<file path="config.mk">
export PLATFORM = sky130hd
export DESIGN_NAME = nes_joypad_serializer
export DESIGN_NICKNAME = d
export VERILOG_FILES = /design/src/rtl/nes_joy_pkg.sv /design/src/rtl/nes_joypad_serializer_port.sv /design/src/rtl/nes_joypad_serializer.sv
export SDC_FILE = /design/constraint.sdc
export NUM_CORES = 1
export LEC_CHECK = 0
export CAP_MARGIN = 15
export CORE_ASPECT_RATIO = 0.7
export CORE_MARGIN = 5
export CORE_UTILIZATION = 25
export CTS_CLUSTER_DIAMETER = 120
export DETAILED_ROUTE_END_ITERATION = 16
export GPL_ROUTABILITY_DRIVEN = 0
export GPL_TIMING_DRIVEN = 0
export MAX_ROUTING_LAYER = met4
export PLACE_DENSITY_LB_ADDON = 0.3
export SLEW_MARGIN = 20
export SYNTH_ARGS = -nofsm -noshare
export SYNTH_HDL_FRONTEND = slang
export SYNTH_SLANG_ARGS = --single-unit
</file>
<file path="constraint.sdc">
create_clock -name i_clk -period 2.38 [get_ports i_clk]
set_input_delay 0.476 -clock i_clk [delete_from_list [all_inputs] [get_ports i_clk]]
set_output_delay 0.476 -clock i_clk [all_outputs]
set_load 0.05 [all_outputs]
</file>
<file path="src/rtl/nes_joy_pkg.sv">
// Shared button encoding for the NES joypad path (USB decoder and serializer).
// The helper gives a single definition of the "no opposite d-pad" rule.
package nes_joy_pkg;

    localparam int BTN_W      = 8;
    localparam int BTN_A      = 0;
    localparam int BTN_B      = 1;
    localparam int BTN_SELECT = 2;
    localparam int BTN_START  = 3;
    localparam int BTN_UP     = 4;
    localparam int BTN_DOWN   = 5;
    localparam int BTN_LEFT   = 6;
    localparam int BTN_RIGHT  = 7;

    typedef logic [BTN_W-1:0] btn_vec_t;

    // A real d-pad cannot report both directions of an axis; some games crash if it does.
    function automatic btn_vec_t filter_opposite(input btn_vec_t v);
        btn_vec_t r;
        r = v;
        if (v[BTN_UP] && v[BTN_DOWN]) begin
            r[BTN_UP]   = 1'b0;
            r[BTN_DOWN] = 1'b0;
        end
        if (v[BTN_LEFT] && v[BTN_RIGHT]) begin
            r[BTN_LEFT]  = 1'b0;
            r[BTN_RIGHT] = 1'b0;
        end
        return r;
    endfunction

endpackage

</file>
<file path="src/rtl/nes_joypad_serializer_port.sv">
// One 4021-style controller port: button synchroniser, skew-free snapshot,
// d-pad filter, strobe/shift register and read falling-edge detection.
module nes_joypad_port
    import nes_joy_pkg::*;
#(
    parameter int C_SYNC_STAGES     = 2,
    parameter int C_FILTER_OPPOSITE = 1,
    parameter bit C_FILL_BIT        = 1'b1
) (
    input  logic             i_clk,
    input  logic             i_reset,
    input  logic [BTN_W-1:0] i_btn,
    input  logic             i_strobe,
    input  logic             i_rd,
    output logic             o_data
);

    btn_vec_t sync_q [C_SYNC_STAGES];
    btn_vec_t sync_d [C_SYNC_STAGES];
    btn_vec_t snap_q, snap_d;
    btn_vec_t filt;
    btn_vec_t sh_q, sh_d;
    logic     rd_q, rd_d;
    logic     data_q, data_d;
    logic     rd_fall;

    always_comb begin
        sync_d[0] = i_btn;
        for (int i = 1; i < C_SYNC_STAGES; i++) begin
            sync_d[i] = sync_q[i-1];
        end
    end

    // The last stage is only trusted when the stage behind it agrees, so a
    // vector whose bits cross the clock boundary on different edges is never captured.
    always_comb begin
        snap_d = snap_q;
        if (sync_q[C_SYNC_STAGES-1] == sync_q[C_SYNC_STAGES-2]) begin
            snap_d = sync_q[C_SYNC_STAGES-1];
        end
    end

    always_comb begin
        filt = snap_q;
        if (C_FILTER_OPPOSITE != 0) begin
            filt = filter_opposite(snap_q);
        end
    end

    assign rd_fall = rd_q & ~i_rd;
    assign rd_d    = i_rd;

    always_comb begin
        sh_d = sh_q;
        if (i_strobe) begin
            sh_d = filt;
        end else if (rd_fall) begin
            sh_d = {C_FILL_BIT, sh_q[BTN_W-1:1]};
        end
    end

    assign data_d = i_strobe ? filt[BTN_A] : sh_d[0];

    always_ff @(posedge i_clk) begin
        if (i_reset) begin
            for (int i = 0; i < C_SYNC_STAGES; i++) begin
                sync_q[i] <= '0;
            end
            snap_q <= '0;
            sh_q   <= '0;
            rd_q   <= 1'b0;
            data_q <= 1'b0;
        end else begin
            for (int i = 0; i < C_SYNC_STAGES; i++) begin
                sync_q[i] <= sync_d[i];
            end
            snap_q <= snap_d;
            sh_q   <= sh_d;
            rd_q   <= rd_d;
            data_q <= data_d;
        end
    end

    assign o_data = data_q;

endmodule

</file>
<file path="src/rtl/nes_joypad_serializer.sv">
// Two independent NES controller ports ($4016/$4017) sharing the CPU strobe.
module nes_joypad_serializer
    import nes_joy_pkg::*;
#(
    parameter int C_SYNC_STAGES     = 2,
    parameter int C_FILTER_OPPOSITE = 1,
    parameter bit C_FILL_BIT        = 1'b1
) (
    input  logic             i_clk,
    input  logic             i_reset,
    input  logic [BTN_W-1:0] i_btn0,
    input  logic [BTN_W-1:0] i_btn1,
    input  logic             i_strobe,
    input  logic             i_rd0,
    input  logic             i_rd1,
    output logic             o_data0,
    output logic             o_data1
);

    btn_vec_t btn  [2];
    logic     rd   [2];
    logic     data [2];

    assign btn[0] = i_btn0;
    assign btn[1] = i_btn1;
    assign rd[0]  = i_rd0;
    assign rd[1]  = i_rd1;

    generate
        for (genvar gi = 0; gi < 2; gi++) begin : g_port
            nes_joypad_port #(
                .C_SYNC_STAGES     (C_SYNC_STAGES),
                .C_FILTER_OPPOSITE (C_FILTER_OPPOSITE),
                .C_FILL_BIT        (C_FILL_BIT)
            ) u_port (
                .i_clk    (i_clk),
                .i_reset  (i_reset),
                .i_btn    (btn[gi]),
                .i_strobe (i_strobe),
                .i_rd     (rd[gi]),
                .o_data   (data[gi])
            );
        end
    endgenerate

    assign o_data0 = data[0];
    assign o_data1 = data[1];

endmodule

</file>
==> results of run 1 <==
==> cell usage in the layout, fill, tap and decap left out <==
cell,instances
nand2_2,2
dfxtp_1,66
clkbuf_16,9
or2b_1,4
clkbuf_1,10
nor2b_1,42
inv_6,3
clkbuf_8,1
xor2_1,16
nor4_1,4
mux2_2,8
a211oi_1,14
nand2b_1,36
clkdlybuf4s50_1,20
buf_2,4
nor3_1,2
bufinv_16,2
nor2_1,8
clkinv_4,1
mux2i_1,24
==> logic make-up after synthesis <==
family                 Yosys count
multiplexers                    32
XOR/XNOR                        16
buffers and inverters           14
AO/OA/AOI/OAI                   14
flip-flops                      66
AND/OR/NAND/NOR                 98
==> final cells by class <==
cell class | instances | area (sq um)
fillers | 1038 | 6590
flip-flops and latches | 66 | 1320
multi-input cells | 160 | 1170
clock buffers | 10 | 239
repair buffers | 20 | 200
well taps | 128 | 160
clock inverters | 6 | 95.1
plain buffers | 14 | 57.6
==> per-layer routing <==
metal / wire length, um / global-route usage [%] / vias up
li1: - / - / 858
met1: 2600 / 12.3 / 670
met2: 1710 / 10.4 / 29
met3: 165 / 3.22 / 2
met4: 25 / 2.83 / 0
met5: 0 / - / -
==> registers in the layout, summed over array words and instances (netlist names), named ones only <==
| signal | cells |
|---|---|
| g_port.u_port.sync_q | 32 |
| g_port.u_port.snap_q | 16 |
| g_port.u_port.sh_q | 14 |
| g_port.u_port.rd_q | 2 |
==> how the worst max path moves through the flow <==
stage | endpoint | slack [ns] | cells past startpoint
floorplan | flip-flop | 0.97 | 5
global placement | flip-flop | 0.41 | 6
detailed placement | flip-flop | 0.40 | 6
CTS | o_data1 | 0.43 | 1
global route | o_data0 | 0.41 | 1
finish | o_data1 | 0.46 | 1
==> power by group through the flow <==
stage | combinational [mW] | sequential [mW] | clock [mW]
CTS | 0.159 | 1.17 | 1.48
floorplan | 0.107 | 1.18 | 0
global route | 0.176 | 1.17 | 1.52
global placement | 0.157 | 1.19 | 0
detailed placement | 0.159 | 1.19 | 0
finish | 0.156 | 1.17 | 1.44
==> stage by stage <==
step	hold WS (ns)	setup WS, ns	util [%]	area, sq um
5_1_grt	0.489	0.411	33.0	3240
2_1_floorplan	0.452	0.970	-	2550
3_3_place_gp	0.465	0.408	29.6	2910
4_1_cts	0.475	0.433	33.0	3240
3_5_place_dp	0.469	0.404	29.6	2910
6_report	0.473	0.459	33.0	3240
==> impl_metrics.csv, run 1 <==
group,metric,value,unit
synthesis,async_reset_ff_share,0,%
floorplan,die_x,131,um
clock_network,hold_buffers,0,
clock_network,htreeDepth,3,
worst_hold_path,min_to,"g_port[0].u_port.sync_q[0][13]$_SDFF_PP0_",
power,power_frac_comb,5.6,%
clock_network,clk_latency,0.32,ns
layout,nets,292,
floorplan,io_pins,23,
grt,antenna_found_initial,0,
power,power.density,851,nW/um^2
layout,drive_above_1_share,10.9,%
synthesis,synth_top_cell_area_share,51.8,%
synthesis,yosys.area_share.xor_xnor,5.50,%
synthesis,postSynthCellCount,240,
synthesis,yosysMostFrequentCell,"dfxtp_1",
power,p_seq_share,42.2,%
job,drv_cap,0,
sta,layout_min_cycle_time,1.92,ns
critical_path,crit_chain,"clkdlybuf4s50_1",
synthesis,yosys-mux-area-fraction,13.0,%
floorplan,fp.dieArea,12400,sq um
critical_path,worst_path_max_delay_cell,"clkdlybuf4s50_1",
grt,grt_max_degree,14,
clock_network,clk_pin_slew_worst_paths,0.06,ns
sta,tightest_slew,0.580,ns
detailed_routing,drc,0,
grt,overflow,0,
synthesis,synth_common_cells,"66 x dfxtp_1, 42 x nor2b_1, 36 x nand2b_1",
detailed_routing,firstDrtPassIters,4,
power,p_sw,572,uW
detailed_routing,drtIter0Drc,28,
critical_path,setup.worst_path.end_class,"output pin",
detailed_routing,vias_per_cell,3.86,
synthesis,synth_compound_area_share,4.12,%
synthesis,yosys.area_share.adder,0,%
detailed_routing,ant_nets,0,
critical_path,rr_startpoint,"g_port[0].u_port.sync_q[0][13]$_SDFF_PP0_",
grt,grt_pass1_vias,1570,
critical_path,cp.arrival,1.45,ns
grt,grt_pass1_wl,7840,um
worst_hold_path,whs_path_depth,1,
clock_network,cts_tree,"built",
synthesis,synth_area,2550,sq um
detailed_routing,wl_per_cell,11.1,um
sta,setup_viol,0,
synthesis,synth_top_family_by_area,"simple AND/OR/NAND/NOR gates",
sta,fin_crit_sh,80.7,%
clock_network,cts_made_buffers,9,
synthesis,synth-main-ff-cell,"dfxtp_1",
layout,n_antenna_cell,0,
layout,area_growth,27.2,%
synthesis,ys_seq_area_share,51.8,%
synthesis,synth_edf_count,0,
critical_path,rr_worst_depth,4,
power,total_power,2.76,mW
critical_path,max_stage_delay,0.80,ns
critical_path,crit_path_start_kind,"flip-flop",
synthesis,ys_ff_latch,66,
floorplan,core,9830,sq um
sta,finalSetupTns,0,ns
detailed_routing,via_count,1559,
critical_path,reg2reg_slack,0.99,ns
clock_network,clock-root-buffer,"clkbuf_16",
sta,rsz0062_at_grt,"false",
power,p_clk_share,52.1,%
clock_network,clock_sinks,66,
worst_hold_path,min_from,"g_port[0].u_port.sync_q[0][5]$_SDFF_PP0_",
run_status,status,"finished, final reports clean",
placement,dp_cells,388,
grt,grt_use_total,8.46,%
power,p_int,2.19,mW
floorplan,die_h,94.5,um
power,p_sw_share,20.7,%
critical_path,crit_family,"buffers and inverters",
floorplan,rows,30,
clock_network,postCtsSetupBuffers,0,
synthesis,synth_cell_types,14,
critical_path,required,1.90,ns
synthesis,avgSynthCellArea,10.6,sq um
sta,slew-limit-headroom,61.3,%
synthesis,yosys_warnings,0,
sta,drv_slew,0,
synthesis,synth-simple-area-share,23.4,%
power,leakage,1.35,nW
sta,fmax,0.521,GHz
detailed_routing,routed_wl,4500,um
critical_path,crit_buf_inv,1,
critical_path,crit_type,"flip-flop to output pin",
power,ir_drop,460,uV
synthesis,syn-num-nets,261,
floorplan,start_util,25.9,%
synthesis,ys_top_cells_by_area,"dfxtp_1 52%, nor2b_1 10%, mux2i_1 9.4%, nand2b_1 8.8%, xor2_1 5.5%",
placement,dp_hpwl,3310,um
clock_network,cts_buffer_depth,2,
worst_hold_path,worstHoldPathType,"flip-flop to flip-flop",
sta,finalHoldViolCount,0,
synthesis,synth_top_cell_by_area,"dfxtp_1",
placement,portBuffers,20,
critical_path,worstReg2RegEnd,"g_port[0].u_port.snap_q[2]$_SDFFE_PP0N_",
layout,finalNonFillerCells,404,
critical_path,cp_max_fo,2,
sta,fin_skew,0.0104,ns
clock_network,cts_resized,0,
Note: power is estimated with default switching activity, not from simulation.
==> run 2, diff against run 1 <==
==> constraint.sdc (replaced) <==
create_clock -name i_clk -period 1.6 [get_ports i_clk]
set_input_delay 0.32 -clock i_clk [delete_from_list [all_inputs] [get_ports i_clk]]
set_output_delay 0.32 -clock i_clk [all_outputs]
set_load 0.05 [all_outputs]
==> impl_metrics.csv, run 2 (synthesized netlist as in run 1, its figures left out) <==
group,metric,value,unit
run_status,status,"finished, final reports clean",
placement,dp_cells,388,
floorplan,core,9830,sq um
critical_path,max_stage_delay,0.53,ns
worst_hold_path,min_from,"i_reset",
sta,tightest_slew,0.575,ns
layout,top_regs,"g_port.u_port.sync_q x32, g_port.u_port.snap_q x16, g_port.u_port.sh_q x14",
placement,dp_hpwl,3310,um
detailed_routing,vias_per_cell,3.86,
sta,finalHoldViolCount,0,
critical_path,reg2reg_slack,0.21,ns
clock_network,htreeDepth,3,
clock_network,postCtsSetupBuffers,0,
layout,final_common_cell,"dfxtp_1",
layout,n_antenna_cell,0,
critical_path,crit_chain,"dlygate4sd2_1",
grt,grt_max_degree,14,
floorplan,die_x,131,um
sta,layout_min_cycle_time,1.49,ns
detailed_routing,via_count,1561,
clock_network,clk_latency,0.32,ns
clock_network,clk_pin_slew_worst_paths,0.05,ns
power,power.density,1270,nW/um^2
placement,dpl-instance-area,2910,sq um
grt,antenna_found_initial,0,
sta,timing.hold.ws,0.404,ns
critical_path,crit_buf_inv,1,
detailed_routing,firstDrtPassIters,3,
sta,fin_crit_sh,93.1,%
sta,fmax,0.672,GHz
detailed_routing,wl_per_cell,11.1,um
sta,drv_slew,0,
grt,grt_use_total,8.46,%
clock_network,hold_buffers,0,
critical_path,rr_startpoint,"g_port[0].u_port.sync_q[0][13]$_SDFF_PP0_",
critical_path,cp.arrival,1.17,ns
grt,overflow,0,
floorplan,die_h,94.5,um
layout,drive_above_1_share,10.9,%
detailed_routing,drtIter0Drc,31,
job,drv_cap,0,
clock_network,clock_sinks,66,
layout,final_cell_mix,"66 x dfxtp_1, 42 x nor2b_1, 36 x nand2b_1, 24 x mux2i_1, 18 x clkdlybuf4s50_1",
floorplan,start_util,25.9,%
floorplan,fp.dieArea,12400,sq um
layout,fillerInstances,1033,
sta,rsz0062_at_grt,"false",
worst_hold_path,worstHoldPathType,"input port to flip-flop",
sta,finalSetupTns,0,ns
critical_path,worst_path_max_delay_cell,"dlygate4sd2_1",
detailed_routing,ant_nets,0,
critical_path,setup.worst_path.end_class,"output pin",
layout,fin_area,3240,sq um
placement,portBuffers,20,
critical_path,cp_max_fo,2,
critical_path,crit_family,"buffers and inverters",
floorplan,rows,30,
sta,fin_skew,0.0104,ns
layout,finalNonFillerCells,404,
layout,largest-register,"g_port.u_port.sync_q",
critical_path,crit_path_start_kind,"flip-flop",
clock_network,clock-root-buffer,"clkbuf_16",
critical_path,crit_type,"flip-flop to output pin",
clock_network,cts_tree,"built",
sta,slew-limit-headroom,61.7,%
layout,area_growth,27.2,%
critical_path,required,1.28,ns
clock_network,cts_made_buffers,9,
layout,nets,292,
power,ir_drop,685,uV
detailed_routing,routed_wl,4490,um
layout,largest_reg_flops,32,
power,leakage,1.36,nW
grt,grt_pass1_wl,7840,um
detailed_routing,drc,0,
clock_network,cts_buffer_depth,2,
grt,grt_pass1_vias,1570,
floorplan,io_pins,23,
sta,setup_viol,0,
## run 2: cell types whose count changed in the layout (fill, tap and decap cells not counted), sizes merged
| cell | before | now |
|---|---|---|
| dlygate4sd2 | 0 | 2 |
| clkdlybuf4s50 | 20 | 18 |
## run 2: cell type report
type                            count  area (sq um)  share of cell area, %
Buffer                             14          60.1                   1.85
Tap cell                          128           160                   4.94
Clock inverter                      6          95.1                   2.93
Clock buffer                       10           239                   7.37
Sequential cell                    66          1320                   40.7
Multi-Input combinational cell    160          1170                   36.1
Timing Repair Buffer               20           198                   6.09
## run 2: through the flow
step	total power [mW]	util [%]	setup WS, ns
floorplan	1.92	-	0.346
global placement	2.00	29.6	-0.216
detailed placement	2.01	29.6	-0.220
CTS	4.17	33.0	0.0858
global route	4.26	33.0	0.0330
finish	4.11	33.0	0.111
## run 2: where the power goes
group	switching [mW]	leakage (nW)	internal, mW
Sequential	0.0330	0.541	1.70
Clock	0.716	0.164	1.42
Combinational	0.101	0.653	0.131
Total	0.851	1.36	3.26
## run 2: per-layer routing
layer	vias to the layer above	global-route usage, %	wire length (um)	part of all wire (%)
li1	860	-	-	-
met2	29	10.4	1700	38
met4	0	2.83	25	0.56
met1	670	12.3	2600	58
met5	-	-	0	0
met3	2	3.22	165	3.7
## run 2: worst register-to-register path, stage by stage, from the launching register on
cell and delay, ns:
dfxtp_1 0.32, xor2_1 0.16, nor4_1 0.37, nand2_2 0.25
mux2i_1 0.18
## run 2: final timing paths
| check | end | cells after the start |
|---|---|---|
| setup / recovery | o_data1 | 1 |
| hold reg to reg | g_port[0].u_port.sync_q[0][13]$_SDFF_PP0_ | 1 |
| setup reg to reg | g_port[0].u_port.snap_q[2]$_SDFFE_PP0N_ | 4 |
| hold / removal | g_port[1].u_port.snap_q[5]$_SDFFE_PP0N_ | 3 |
## run 2: timing repair
action	in CTS	in global routing
hold endpoints to repair	0	0
gates resized for setup	2	2
endpoints found under the setup margin	2	2
